### src/rtl/fp_addsub_result_buffer_if.sv
// fp_addsub_result_buffer_if
//   Valid/ready result stream between the add/sub datapath, the result
//   buffer and its consumer.
//   in_*  : datapath -> buffer (in_ready flows back to the datapath)
//   out_* : buffer -> consumer (out_ready flows back to the buffer)
//   modport master : producer of in_* and consumer of out_* (datapath/consumer side)
//   modport slave  : the result buffer itself
`timescale 1ns/1ps

interface fp_addsub_result_buffer_if;
  logic        in_valid;
  logic        in_ready;
  logic        in_sign;
  logic [7:0]  in_exp;
  logic [22:0] in_mant;
  logic [4:0]  in_flags;   // {invalid,overflow,underflow,inexact,zero}
  logic        out_valid;
  logic        out_ready;
  logic [31:0] out_result;
  logic [4:0]  out_flags;

  modport master (
    output in_valid, in_sign, in_exp, in_mant, in_flags, out_ready,
    input  in_ready, out_valid, out_result, out_flags
  );

  modport slave (
    input  in_valid, in_sign, in_exp, in_mant, in_flags, out_ready,
    output in_ready, out_valid, out_result, out_flags
  );
endinterface

### src/rtl/fp_addsub_result_buffer.sv
// fp_addsub_result_buffer
//   Output stage of the single-precision add/sub datapath. Packs {sign,exp,mant}
//   into an IEEE-754 word (optionally canonicalising invalid results to the
//   default quiet NaN), queues word + flags in a DEPTH-entry FIFO and keeps a
//   sticky, software-clearable exception flag register.
//
//   Ports
//     clk         rising-edge clock
//     rst_n       asynchronous active-low reset
//     bus         result stream (slave modport): in_* from the datapath,
//                 out_* to the consumer
//     fflags_clr  synchronous clear of fflags (a push in the same cycle
//                 still lands in fflags)
//     fflags      sticky OR of the flags of every accepted entry
//     count       current occupancy, 0..DEPTH
//
//   Occupancy FSM
//     state     | meaning
//     S_EMPTY   | count == 0, out_valid=0, in_ready=1
//     S_PARTIAL | 0 < count < DEPTH, out_valid=1, in_ready=1
//     S_FULL    | count == DEPTH, out_valid=1, in_ready=0
`timescale 1ns/1ps

module fp_addsub_result_buffer #(
  parameter int DEPTH     = 2,
  parameter bit CANON_NAN = 1'b1
) (
  input  logic                       clk,
  input  logic                       rst_n,
  fp_addsub_result_buffer_if.slave   bus,
  input  logic                       fflags_clr,
  output logic [4:0]                 fflags,
  output logic [$clog2(DEPTH):0]     count
);

  localparam int AW = $clog2(DEPTH);
  localparam int CW = AW + 1;

  localparam logic [CW-1:0] CNT_ONE  = CW'(1);
  localparam logic [CW-1:0] CNT_LAST = CW'(DEPTH - 1);
  localparam logic [AW-1:0] PTR_ONE  = AW'(1);

  localparam logic [31:0] QNAN_WORD = 32'h7FC0_0000;

  typedef enum logic [1:0] {
    S_EMPTY   = 2'd0,
    S_PARTIAL = 2'd1,
    S_FULL    = 2'd2
  } occ_state_t;

  occ_state_t      state;
  logic [AW-1:0]   wr_ptr;
  logic [AW-1:0]   rd_ptr;
  logic            in_ready_r;
  logic            out_valid_r;

  logic [31:0]     word_mem [DEPTH];
  logic [4:0]      flag_mem [DEPTH];

  logic            push;
  logic            pop;
  logic [31:0]     packed_word;

  // Handshakes only look at registered occupancy, so neither ready nor valid
  // has a combinational path through the buffer.
  assign push = bus.in_valid  & in_ready_r;
  assign pop  = out_valid_r   & bus.out_ready;

  assign bus.in_ready  = in_ready_r;
  assign bus.out_valid = out_valid_r;

  // Stale RAM contents must never leak out while empty.
  assign bus.out_result = out_valid_r ? word_mem[rd_ptr] : 32'h0;
  assign bus.out_flags  = out_valid_r ? flag_mem[rd_ptr] : 5'h0;

  always_comb begin
    packed_word = {bus.in_sign, bus.in_exp, bus.in_mant};
    if (CANON_NAN && bus.in_flags[4]) begin
      packed_word = QNAN_WORD;
    end
  end

  // Storage is deliberately not reset; occupancy alone decides validity.
  always_ff @(posedge clk) begin
    if (push) begin
      word_mem[wr_ptr] <= packed_word;
      flag_mem[wr_ptr] <= bus.in_flags;
    end
  end

  always_ff @(posedge clk or negedge rst_n) begin
    if (!rst_n) begin
      state       <= S_EMPTY;
      count       <= '0;
      wr_ptr      <= '0;
      rd_ptr      <= '0;
      in_ready_r  <= 1'b1;
      out_valid_r <= 1'b0;
    end else begin
      case (state)
        S_EMPTY: begin
          // pop is impossible here; DEPTH >= 2 so one entry is never full
          if (push) begin
            wr_ptr      <= wr_ptr + PTR_ONE;
            count       <= CNT_ONE;
            state       <= S_PARTIAL;
            out_valid_r <= 1'b1;
          end
        end

        S_PARTIAL: begin
          case ({push, pop})
            2'b10: begin
              wr_ptr <= wr_ptr + PTR_ONE;
              count  <= count + CNT_ONE;
              if (count == CNT_LAST) begin
                state      <= S_FULL;
                in_ready_r <= 1'b0;
              end
            end
            2'b01: begin
              rd_ptr <= rd_ptr + PTR_ONE;
              count  <= count - CNT_ONE;
              if (count == CNT_ONE) begin
                state       <= S_EMPTY;
                out_valid_r <= 1'b0;
              end
            end
            2'b11: begin
              wr_ptr <= wr_ptr + PTR_ONE;
              rd_ptr <= rd_ptr + PTR_ONE;
            end
            default: begin
            end
          endcase
        end

        S_FULL: begin
          // push is impossible here (in_ready=0); only a pop can move us
          if (pop) begin
            rd_ptr     <= rd_ptr + PTR_ONE;
            count      <= CNT_LAST;
            state      <= S_PARTIAL;
            in_ready_r <= 1'b1;
          end
        end

        default: begin
          state       <= S_EMPTY;
          count       <= '0;
          wr_ptr      <= '0;
          rd_ptr      <= '0;
          in_ready_r  <= 1'b1;
          out_valid_r <= 1'b0;
        end
      endcase
    end
  end

  // Clear wins over history but not over a same-cycle push, so a flag raised
  // by the result being accepted while software clears is never lost.
  always_ff @(posedge clk or negedge rst_n) begin
    if (!rst_n) begin
      fflags <= 5'h0;
    end else if (fflags_clr) begin
      fflags <= push ? bus.in_flags : 5'h0;
    end else if (push) begin
      fflags <= fflags | bus.in_flags;
    end
  end

endmodule

### src/flat_wrapper.sv
// flat-port wrapper written by rule: the top's interface ports become plain ports
module fp_addsub_result_buffer_flat 
#(
  parameter int DEPTH     = 2,
  parameter bit CANON_NAN = 1'b1
)
  (clk, rst_n, fflags_clr, fflags, count, bus_in_valid, bus_in_sign, bus_in_exp, bus_in_mant, bus_in_flags, bus_out_ready, bus_in_ready, bus_out_valid, bus_out_result, bus_out_flags);
  fp_addsub_result_buffer_if bus_i ();
  input  logic clk;
  input  logic rst_n;
  input  logic fflags_clr;
  output logic [4:0] fflags;
  output logic [$clog2(DEPTH):0] count;
  input wire logic [$bits(bus_i.in_valid)-1:0] bus_in_valid;
  input wire logic [$bits(bus_i.in_sign)-1:0] bus_in_sign;
  input wire logic [$bits(bus_i.in_exp)-1:0] bus_in_exp;
  input wire logic [$bits(bus_i.in_mant)-1:0] bus_in_mant;
  input wire logic [$bits(bus_i.in_flags)-1:0] bus_in_flags;
  input wire logic [$bits(bus_i.out_ready)-1:0] bus_out_ready;
  output wire logic [$bits(bus_i.in_ready)-1:0] bus_in_ready;
  output wire logic [$bits(bus_i.out_valid)-1:0] bus_out_valid;
  output wire logic [$bits(bus_i.out_result)-1:0] bus_out_result;
  output wire logic [$bits(bus_i.out_flags)-1:0] bus_out_flags;
  assign bus_i.in_valid = bus_in_valid;
  assign bus_i.in_sign = bus_in_sign;
  assign bus_i.in_exp = bus_in_exp;
  assign bus_i.in_mant = bus_in_mant;
  assign bus_i.in_flags = bus_in_flags;
  assign bus_i.out_ready = bus_out_ready;
  assign bus_in_ready = bus_i.in_ready;
  assign bus_out_valid = bus_i.out_valid;
  assign bus_out_result = bus_i.out_result;
  assign bus_out_flags = bus_i.out_flags;
  fp_addsub_result_buffer #(.DEPTH(DEPTH), .CANON_NAN(CANON_NAN)) u_core (.clk(clk), .rst_n(rst_n), .bus(bus_i), .fflags_clr(fflags_clr), .fflags(fflags), .count(count));
endmodule
### config.mk
export PLATFORM = sky130hd
export DESIGN_NAME = fp_addsub_result_buffer_flat
export DESIGN_NICKNAME = d
export VERILOG_FILES = /design/src/rtl/fp_addsub_result_buffer_if.sv /design/src/rtl/fp_addsub_result_buffer.sv /design/src/flat_wrapper.sv
export SDC_FILE = /design/constraint.sdc
export NUM_CORES = 1
export LEC_CHECK = 0
export CORE_ASPECT_RATIO = 1.75
export CORE_UTILIZATION = 45
export DETAILED_ROUTE_END_ITERATION = 6
export PLACE_DENSITY = 0.76
export REMOVE_ABC_BUFFERS = 1
export SLEW_MARGIN = 15
export SYNTH_ARGS = -nofsm -noshare
export SYNTH_HDL_FRONTEND = slang
export SYNTH_SLANG_ARGS = --single-unit
### constraint.sdc
create_clock -name clk -period 2.7 [get_ports clk]
set_input_delay 0.405 -clock clk [delete_from_list [all_inputs] [get_ports clk]]
set_output_delay 0.405 -clock clk [all_outputs]
set_load 0.1 [all_outputs]
==> metrics.txt <==
status=completed; # fillers=between 600 and 700; fin. max-slew vios=0; cts bufs inserted=9; Skew-Pair Late Insertion Delay=0.33 ns; actual slew at the worst max-slew pin=0.6013 ns; Starting Density=a little under half; core area=approximately 8400 um2; share of layout cells above drive strength 1=22.31%; Synth area leader=edfxtp_1; crit-path cells=buf_12 > mux2i_1 > nor2b_1 > buf_12; # resized after CTS=0; floorplan die width=72.33 um; mapped cell area=slightly below 4000 um2; initial antenna violation count=0; number of global-route vias before repair=about 2,400; register area=between 2000 and 3000 um2; Startpoint Class=register; maxcap violations=0; Post-synth EDFFs=74; Die Height=between 100 and 150 um; Critical Path Sink Type=output port; H-tree depth=3; GRT Total Usage=about 18%; flops & latches, synth=87; Crit Path Max Fanout=22; post-route minimum period=roughly 2.3 ns; vias=about 2,400; Multi-input gate area=around 1300 um2; Rows=44; ant diodes=0; Setup Buffers After CTS=0; root buf cell=clkbuf_16; FFs w/ async S/R, synth=roughly 15%; min-delay worst type=in -> async; Yosys top cell area share=a little under three fifths; hold_buf cts=0; DRT iter0 DRCs=slightly below 200; final net count=415; ys flop type=edfxtp_1; Layout Skew=about 0.007 ns; Synth Area per Inst=between 10 and 15 um2; GRT overflow=0; post-layout utilization of the core=66.13%; DP Wirelength=roughly 5.3 mm; synth top area cells=edfxtp_1 57%, nor2b_1 9.6%, mux2i_1 9.5%, dfrtp_1 7.7%, ha_1 1.9%; CP max stage cell=dfrtp_2; DRT Pass-1 Iters=4; most numerous cell in the Yosys netlist=edfxtp_1; Syn Inst Count=approximately 280; vias per cell=~5; final hold slack=0.4570 ns; Setup Crit Path Kind=reg -> out; post-route ant nets=0; DRC Markers=0; Routed Wire Length=approximately 7.5 mm; Critical Path AT=1.89 ns; # port buffers=87; Seq/Total Area, Yosys=approximately two thirds; Reg clk slew, reported paths=~0.06 ns; first-pass GRT wire length=11.91 mm; pre-CTS setup slack=0.5817 ns; Synth cell types=37; CP max stage delay=slightly above 0.7 ns; placed cells=roughly 470; RSZ-0062 raised after global routing=no; largest net degree at the start of global routing=38; Final Wtd Congestion=about 0.86; Final setup viols=0; I/O pins=between 80 and 90; Fmax=between 400 and 500 MHz; final hold violation count=0; YS warnings=0; Sink Count=87; TritonCTS clock tree=done; Synth top cells by count=74 x edfxtp_1, 60 x nor2b_1, 37 x mux2i_1; relative slew slack=59.79%; CP required=approximately 2.3 ns; Final WS setup=~0.4 ns; period utilization=roughly 85%; CTS max path bufs=2; Finished Layout Cells=487; area grow syn2layout=42.08%; die area=9046 um2; wire length per cell=approximately 15 um; Most Frequent Cell on Critical Path=buf_12
-- per-layer routing --
layer	wire, um	global-route usage [%]	vias up
met4	259	10.38	0
met5	0	0	-
li1	-	-	1163
met3	219	3.223	18
met2	4401	32.60	72
met1	2580	18.46	1183
-- state kept, by name (all words and copies together) (netlist names) --
register              cells
u_core.flag_mem          10
u_core.fflags             5
u_core.bus.out_valid      1
u_core.state              2
u_core.word_mem          64
u_core.count              2
u_core.bus.in_ready       1
u_core.rd_ptr             1
u_core.wr_ptr             1
-- path summary, 6_finish.rpt --
path	startpoint	endpoint	slack, ns	cells past startpoint
worst max-delay path	u_core.rd_ptr	bus_out_result[17]	0.40	4
worst min-delay path	rst_n	u_core.state[0]	0.46	1
worst max register to register	u_core.bus.out_valid	u_core.state[0]	0.76	5
worst min register to register	u_core.fflags[2]	u_core.fflags[2]	0.53	2
max in group asynchronous	rst_n	u_core.rd_ptr	1.81	1
min in group clk	u_core.fflags[2]	u_core.fflags[2]	0.53	2
-- cell usage in the layout, fill, tap and decap left out, drive strengths merged, types with 8 or more instances in the layout --
| master | synthesis | routed |
|---|---|---|
| nand2 | 13 | 13 |
| edfxtp | 74 | 74 |
| clkdlybuf4s50 | 0 | 41 |
| or2 | 9 | 9 |
| o21ai | 11 | 11 |
| inv | 8 | 8 |
| dfrtp | 12 | 12 |
| buf | 5 | 51 |
| nor2b | 60 | 60 |
| mux2i | 37 | 37 |
| clkbuf | 8 | 9 |
-- kinds of logic (layout without fill, tap and decap cells) --
| family | after synthesis | count (layout) | share of synthesized area (%) |
|---|---|---|---|
| simple gates | 100 | 100 | 15.68 |
| flops | 87 | 87 | 65.44 |
| mux | 41 | 41 | 10.76 |
| compound gates | 22 | 22 | 3.791 |
| buf+inv | 21 | 116 | 2.409 |
| fa+ha+maj | 6 | 6 | 1.927 |
-- cell type report --
| class | count | area share, % |
|---|---|---|
| flip-flops and latches | 87 | 46.08 |
| repair buffers | 92 | 23.38 |
| multi-input cells | 169 | 22.79 |
| clock buffers | 9 | 4.070 |
| well taps | 115 | 2.600 |
| clock inverters | 7 | 0.5426 |
| inverters | 8 | 0.5426 |
-- worst max-delay path: cells and delay by family (launching register included) --
family	cells	cell delay [ns]
DFF	1	0.71
buffers and inverters	2	0.48
and+or+nand+nor	1	0.25
muxes	1	0.11
-- metrics by stage --
stage	TNS, ns	instance area (um2)
2_1_floorplan	-38.74	3831
3_3_place_gp	0	5279
4_1_cts	0	5534
3_5_place_dp	0	5279
6_report	0	5534
5_1_grt	0	5534
Power is not shown: default switching activity piles up to over one toggle a cycle in this logic, so the estimate is an artifact.
